**src/rtl/mux_sync_rx.sv**
```systemverilog
// -----------------------------------------------------------------------------
// mux_sync_rx
// Receive end of a toggle-request mux-synchronizer crossing. The sender flips
// req_tgl_a once per word and holds data_a stable until it sees ack_tgl flip.
// This block synchronizes the toggle into clk and detects its edge. On that
// edge it captures data_a through a recirculating hold mux. It then offers the
// word on a valid/ready interface and flips ack_tgl when the word is accepted.
//
// Parameters
//   DW           data bus width
//   SYNC_STAGES  flops in the req_tgl_a synchronizer chain (>= 2)
//
// Ports
//   clk          in   destination-domain clock
//   rstn         in   synchronous active-low reset
//   req_tgl_a    in   asynchronous request toggle from the sender
//   data_a       in   asynchronous data, held by the sender until ack
//   ack_tgl      out  ack toggle back to the sender, flips once per accept
//   out_valid    out  out_data holds a word that has not been accepted
//   out_data     out  captured word
//   out_ready    in   downstream accepts when out_valid & out_ready
//   busy         out  a word is held (state != IDLE)
//   err_overrun  out  sticky: a request edge arrived while a word was held
//   par_a        in   (MUX_SYNC_RX_PARITY_EN only) even parity of data_a
//   err_parity   out  (MUX_SYNC_RX_PARITY_EN only) parity error of held word
//
// Optional feature macro: MUX_SYNC_RX_PARITY_EN
// -----------------------------------------------------------------------------
module mux_sync_rx #(
    parameter int DW          = 8,
    parameter int SYNC_STAGES = 2
) (
    input  logic          clk,
    input  logic          rstn,
    input  logic          req_tgl_a,
    input  logic [DW-1:0] data_a,
    output logic          ack_tgl,
    output logic          out_valid,
    output logic [DW-1:0] out_data,
    input  logic          out_ready,
    output logic          busy,
    output logic          err_overrun
`ifdef MUX_SYNC_RX_PARITY_EN
    ,
    input  logic          par_a,
    output logic          err_parity
`endif
);

    typedef enum logic [0:0] {
        ST_IDLE  = 1'b0,
        ST_VALID = 1'b1
    } state_t;

    logic [SYNC_STAGES-1:0] r_sync;
    logic                   r_req_d;
    state_t                 r_state;
    logic                   r_valid;
    logic [DW-1:0]          r_data;
    logic                   r_ack;
    logic                   r_ovr;
    logic                   r_busy;

    logic                   w_req_s;
    logic                   w_edge;
    state_t                 w_state_nxt;
    logic                   w_valid_nxt;
    logic [DW-1:0]          w_data_nxt;
    logic                   w_ack_nxt;
    logic                   w_ovr_nxt;

`ifdef MUX_SYNC_RX_PARITY_EN
    logic                   r_perr;
    logic                   w_perr_nxt;

    // Even parity over data plus parity bit; a 1 means the word is corrupt.
    function automatic logic even_par_err(input logic [DW-1:0] d, input logic p);
        return ^{d, p};
    endfunction
`endif

    // Either polarity of the synchronized toggle marks exactly one new word.
    assign w_req_s = r_sync[SYNC_STAGES-1];
    assign w_edge  = w_req_s ^ r_req_d;

    // Next-state and next-output decode for the capture/hold FSM.
    always_comb begin
        w_state_nxt = r_state;
        w_valid_nxt = r_valid;
        w_data_nxt  = r_data;
        w_ack_nxt   = r_ack;
        w_ovr_nxt   = r_ovr;
`ifdef MUX_SYNC_RX_PARITY_EN
        w_perr_nxt  = r_perr;
`endif
        case (r_state)
            ST_IDLE: begin
                if (w_edge) begin
                    // data_a is stable here: the sender holds it until ack.
                    w_data_nxt  = data_a;
                    w_valid_nxt = 1'b1;
                    w_state_nxt = ST_VALID;
`ifdef MUX_SYNC_RX_PARITY_EN
                    w_perr_nxt  = even_par_err(data_a, par_a);
`endif
                end else begin
                    w_data_nxt  = r_data;
                    w_state_nxt = ST_IDLE;
                end
            end
            ST_VALID: begin
                // A new request while holding a word is dropped; only flag it.
                if (w_edge) begin
                    w_ovr_nxt = 1'b1;
                end else begin
                    w_ovr_nxt = r_ovr;
                end
                if (out_ready) begin
                    w_valid_nxt = 1'b0;
                    w_ack_nxt   = ~r_ack;
                    w_state_nxt = ST_IDLE;
`ifdef MUX_SYNC_RX_PARITY_EN
                    w_perr_nxt  = 1'b0;
`endif
                end else begin
                    w_state_nxt = ST_VALID;
                end
            end
            default: begin
                w_state_nxt = ST_IDLE;
                w_valid_nxt = 1'b0;
            end
        endcase
    end

    // Synchronizer chain, edge-detect flop, FSM state and registered outputs.
    always_ff @(posedge clk) begin
        if (!rstn) begin
            r_sync  <= {SYNC_STAGES{1'b0}};
            r_req_d <= 1'b0;
            r_state <= ST_IDLE;
            r_valid <= 1'b0;
            r_data  <= {DW{1'b0}};
            r_ack   <= 1'b0;
            r_ovr   <= 1'b0;
            r_busy  <= 1'b0;
`ifdef MUX_SYNC_RX_PARITY_EN
            r_perr  <= 1'b0;
`endif
        end else begin
            r_sync  <= {r_sync[SYNC_STAGES-2:0], req_tgl_a};
            r_req_d <= w_req_s;
            r_state <= w_state_nxt;
            r_valid <= w_valid_nxt;
            r_data  <= w_data_nxt;
            r_ack   <= w_ack_nxt;
            r_ovr   <= w_ovr_nxt;
            r_busy  <= (w_state_nxt != ST_IDLE);
`ifdef MUX_SYNC_RX_PARITY_EN
            r_perr  <= w_perr_nxt;
`endif
        end
    end

    assign ack_tgl     = r_ack;
    assign out_valid   = r_valid;
    assign out_data    = r_data;
    assign busy        = r_busy;
    assign err_overrun = r_ovr;
`ifdef MUX_SYNC_RX_PARITY_EN
    assign err_parity  = r_perr;
`endif

endmodule

```
**config.mk**
```make
export PLATFORM = sky130hd
export DESIGN_NAME = mux_sync_rx
export DESIGN_NICKNAME = d
export VERILOG_FILES = /design/src/rtl/mux_sync_rx.sv
export SDC_FILE = /design/constraint.sdc
export NUM_CORES = 1
export LEC_CHECK = 0
export ABC_AREA = 1
export CAP_MARGIN = 10
export CELL_PAD_IN_SITES_DETAIL_PLACEMENT = 0
export CELL_PAD_IN_SITES_GLOBAL_PLACEMENT = 1
export CORE_MARGIN = 4
export CORE_UTILIZATION = 32
export DETAILED_ROUTE_END_ITERATION = 12
export PLACE_DENSITY_LB_ADDON = 0.1
export SKIP_CTS_REPAIR_TIMING = 1
export SKIP_LAST_GASP = 1
export SLEW_MARGIN = 5
export SYNTH_ARGS = -nofsm -noshare
export SYNTH_HDL_FRONTEND = slang
export SYNTH_SLANG_ARGS = --single-unit
```
**constraint.sdc**
```tcl
create_clock -name clk -period 1.9 [get_ports clk]
set_input_delay 0.38 -clock clk [delete_from_list [all_inputs] [get_ports clk]]
set_output_delay 0.38 -clock clk [all_outputs]
set_load 0.05 [all_outputs]
```
# [Word-level counts from Yosys, hierarchy flattened]
# Cells that the tools add are included.
[classes] bitwise=3 reduce_logical=4 mux=6 n_eq_ne=2
[ops] operator="AND reduction 2 bit" count=4
[ops] operator="two-way mux 1 bit" count=4
[ops] operator="!= test 2 bit, second input constant" count=2
[ops] operator="one-hot mux 1 bit (2 select lines)" count=2
[ops] operator="inverter 1 bit" count=2
[ops] operator="XOR 1 bit" count=1
[totals] word_cells=22 ff_bits=15 out_inout_bits=12 inputBits=12

# [Longest topological paths before layout]
[logic_depth] word_depth=3 ltp_mapped=7 depth_no_buf=6

# [Least setup slack after synthesis]
# OpenSTA, ideal clock, no wires.
[synth_timing] path_type="flip-flop to flip-flop" from="register, netlist name busy" to="register r_data[0], in the netlist out_data[0]" arrival_time_ns=1.122 setup_time_ns=0.110 period_less_slack_ns=1.231 path_slack_ns=0.669 t_required_ns=1.790 path_stages_with_launch=6 path_cell_list="dfxtp_1 > inv_2 > nand3_4 > nand2_1 > inv_1 > nor2_2"
[synth_lines] element="end signal: assignment" line="143" source="r_data <= {DW{1'b0}};"
[synth_lines] element="end signal: assignment" line="155" source="r_data <= w_data_nxt;"
[synth_lines] element="end: declaration" line="59" source="logic [DW-1:0] r_data;"

# [Worst setup path after layout]
[layout_timing] from="register r_data[0], in the netlist out_data[0]" to="output port out_data[0]"
[layout_lines] element="end: declaration" line="39" source="output logic [DW-1:0] out_data,"
# No word-level cell between the ends.

==> flow_summary.ini <==
[status]
outcome = finished clean

[setup_path]
cpPeakStageDelay_ns = 0.80
crit_required_ns = 1.52
reg2reg_from = r_sync[1]
critPathBufInv = 1
worstSetupPathType = reg -> out
worst_setup_path_end_kind = primary output
cp_max_fo = 2
crit_path_end = out_data[0]
r2r_end = out_data[4]
reg2regPathDepth = 5
setup.worst_path.start_class = flip-flop
cp_slowest_cell = clkdlybuf4s50_1
cpLargestDelayFamily = buffers and inverters
worst-path-stages = 1
worstPathCellList = clkdlybuf4s50_1
cp.arrival_ns = 1.42
crit_path_start = out_data[0]
reg2reg_setup_slack_ns = 0.89

[floorplanning]
top_level_ports = 24
die_x_um = 55
die_h_um = 55
rows = 16
core_area_um2 = 2022
die-area_um2 = 3025
initial_core_util_pct = 34.96

[sta]
setup_tns_ns = 0
fmax_mhz = 555.5
fin_skew_ns = 0.0009942
setup_viol = 0
setup_slack_ns = 0.09998
rsz0062_at_grt = no
hold_violations = 0
relSlewSlack_pct = 66.72
final-max-slew-violation-count = 0
fin_crit_ns = 1.800
worstMarginPinSlew_ns = 0.4976
timing.hold.ws_ns = 0.4235
finalCritPeriodShare_pct = 94.74

[synth]
ys_seq_elements = 15
synth_nets = 112
syn_inst = 100
yosysWarnings = 0
yosysUniqueCellTypes = 17
synth_area_um2 = 706.9
synth_area_leaders = dfxtp_1, inv_1, nand2_1
synth_top_area_cell = dfxtp_1
ys_seq_area_share_pct = 42.48
synth_top_area_share_pct = 42.48
syn_area_per_cell_um2 = 7.069

[finish]
nNetsFinal = 137
final_cell_mix = inv_1, nand2_1, clkdlybuf4s50_1
area_growth_pct = 35.93
layout-drive-gt1-share_pct = 10.48
final_area_um2 = 960.9
final_common_cell = inv_1
antenna_cells = 0
nFillCells = 222
finalNonFillerCells = 151

[routing]
drt-total-wl_um = 1298
post_drt_wl_per_cell_um = 8.596
vias = 595
route.antenna.remaining_nets = 0
drt-pass1-iter-count = 2
dr.first_iter.drc_count = 5
drc = 0
via_per_inst = 3.940

[clock_tree]
ctsLongestPathBuffers = 2
root_buffer = clkbuf_4
clkSinkCount = 15
cts.clk_slew.worst_paths_ns = 0.09
cts_tree = built
cts_made_buffers = 3
clock_latency_ns = 0.28
cts.htree.levels = 1

[place]
portBuffers = 23
place.gp.congestion = 0.6495
post-place-ws_ns = 0.3216
dpl_cell_area_um2 = 934.6
dpl.cell_count = 147
place_hpwl_um = 956.9

[grt]
grt_pass1_wl_um = 2228
gr-total-overflow = 0
grt_pass1_vias = 539
antenna_found_initial = 0
grt_max_degree = 16
grt_usage_pct = 10.73

[run]
maxCapViolations = 0

[power_and_ir_drop]
leakagePower_nw = 0.4763
power.density_nw_per_um2 = 733.6
vdd_drop_max_mv = 0.4594

[min_path]
hp-class = reg -> reg
cells in the mapped netlist:
| cell type | n |
|---|---|
| a21boi_2 | 1 |
| a21oi_1 | 2 |
| buf_4 | 1 |
| buf_6 | 1 |
| buf_8 | 1 |
| dfxtp_1 | 15 |
| inv_1 | 32 |
| inv_2 | 2 |
| nand2_1 | 23 |
| nand2_2 | 1 |
| nand2_4 | 1 |
| nand3_1 | 2 |
| nand3_4 | 1 |
| nand4_1 | 8 |
| nor2_1 | 5 |
| nor2_2 | 3 |
| o21ai_0 | 1 |
state kept, by name, indices dropped and copies added (netlist names):
register and flops:
err_overrun 1, out_valid 1, r_sync 2, r_req_d 1, busy 1, ack_tgl 1
out_data 8
stage by stage:
step	utilization, %	total power, mW
2_1_floorplan	-	0.4754
6_report	47.52	0.7050
5_1_grt	47.52	0.7553
3_3_place_gp	46.23	0.5351
4_1_cts	47.52	0.7232
3_5_place_dp	46.23	0.5362
area by class of cell:
type / count / area (um2) / share of cell area, %
well taps: 27 / 33.78 / 3.516
clock buffers: 4 / 26.28 / 2.734
flip-flops and latches: 15 / 300.3 / 31.25
inverters: 34 / 127.6 / 13.28
repair buffers: 23 / 227.7 / 23.70
multi-input cells: 48 / 245.2 / 25.52
worst min path at each step:
stage	startpoint	to	slack, ns	cells after the start
floorplan	r_sync[0]	r_sync[1]	0.39	2
global placement	r_sync[0]	r_sync[1]	0.40	2
detailed placement	r_sync[0]	r_sync[1]	0.41	2
CTS	r_sync[0]	r_sync[1]	0.43	2
global route	r_sync[0]	r_sync[1]	0.44	2
finish	r_sync[0]	r_sync[1]	0.42	2
report_power, final:
part | leakage (nW) | internal, mW | switching, mW
clock | 0.0150 | 0.0814 | 0.0971
sequential | 0.123 | 0.334 | 0.00985
combinational | 0.338 | 0.0701 | 0.113
per-layer routing:
metal	wire, um	track usage [%]	vias up
li1	-	-	335
met1	577	13.36	241
met2	594	15.75	15
met3	98	3.217	4
met4	27	7.287	0
met5	0	0	-
logic make-up after synthesis:
group	count (synthesis)	synth area share, %
AOI/OAI and AO/OA	4	3.716
buffers and inverters	37	22.83
DFF	15	42.48
and+or+nand+nor	44	30.97
Note: power is estimated with default switching activity, not from simulation.
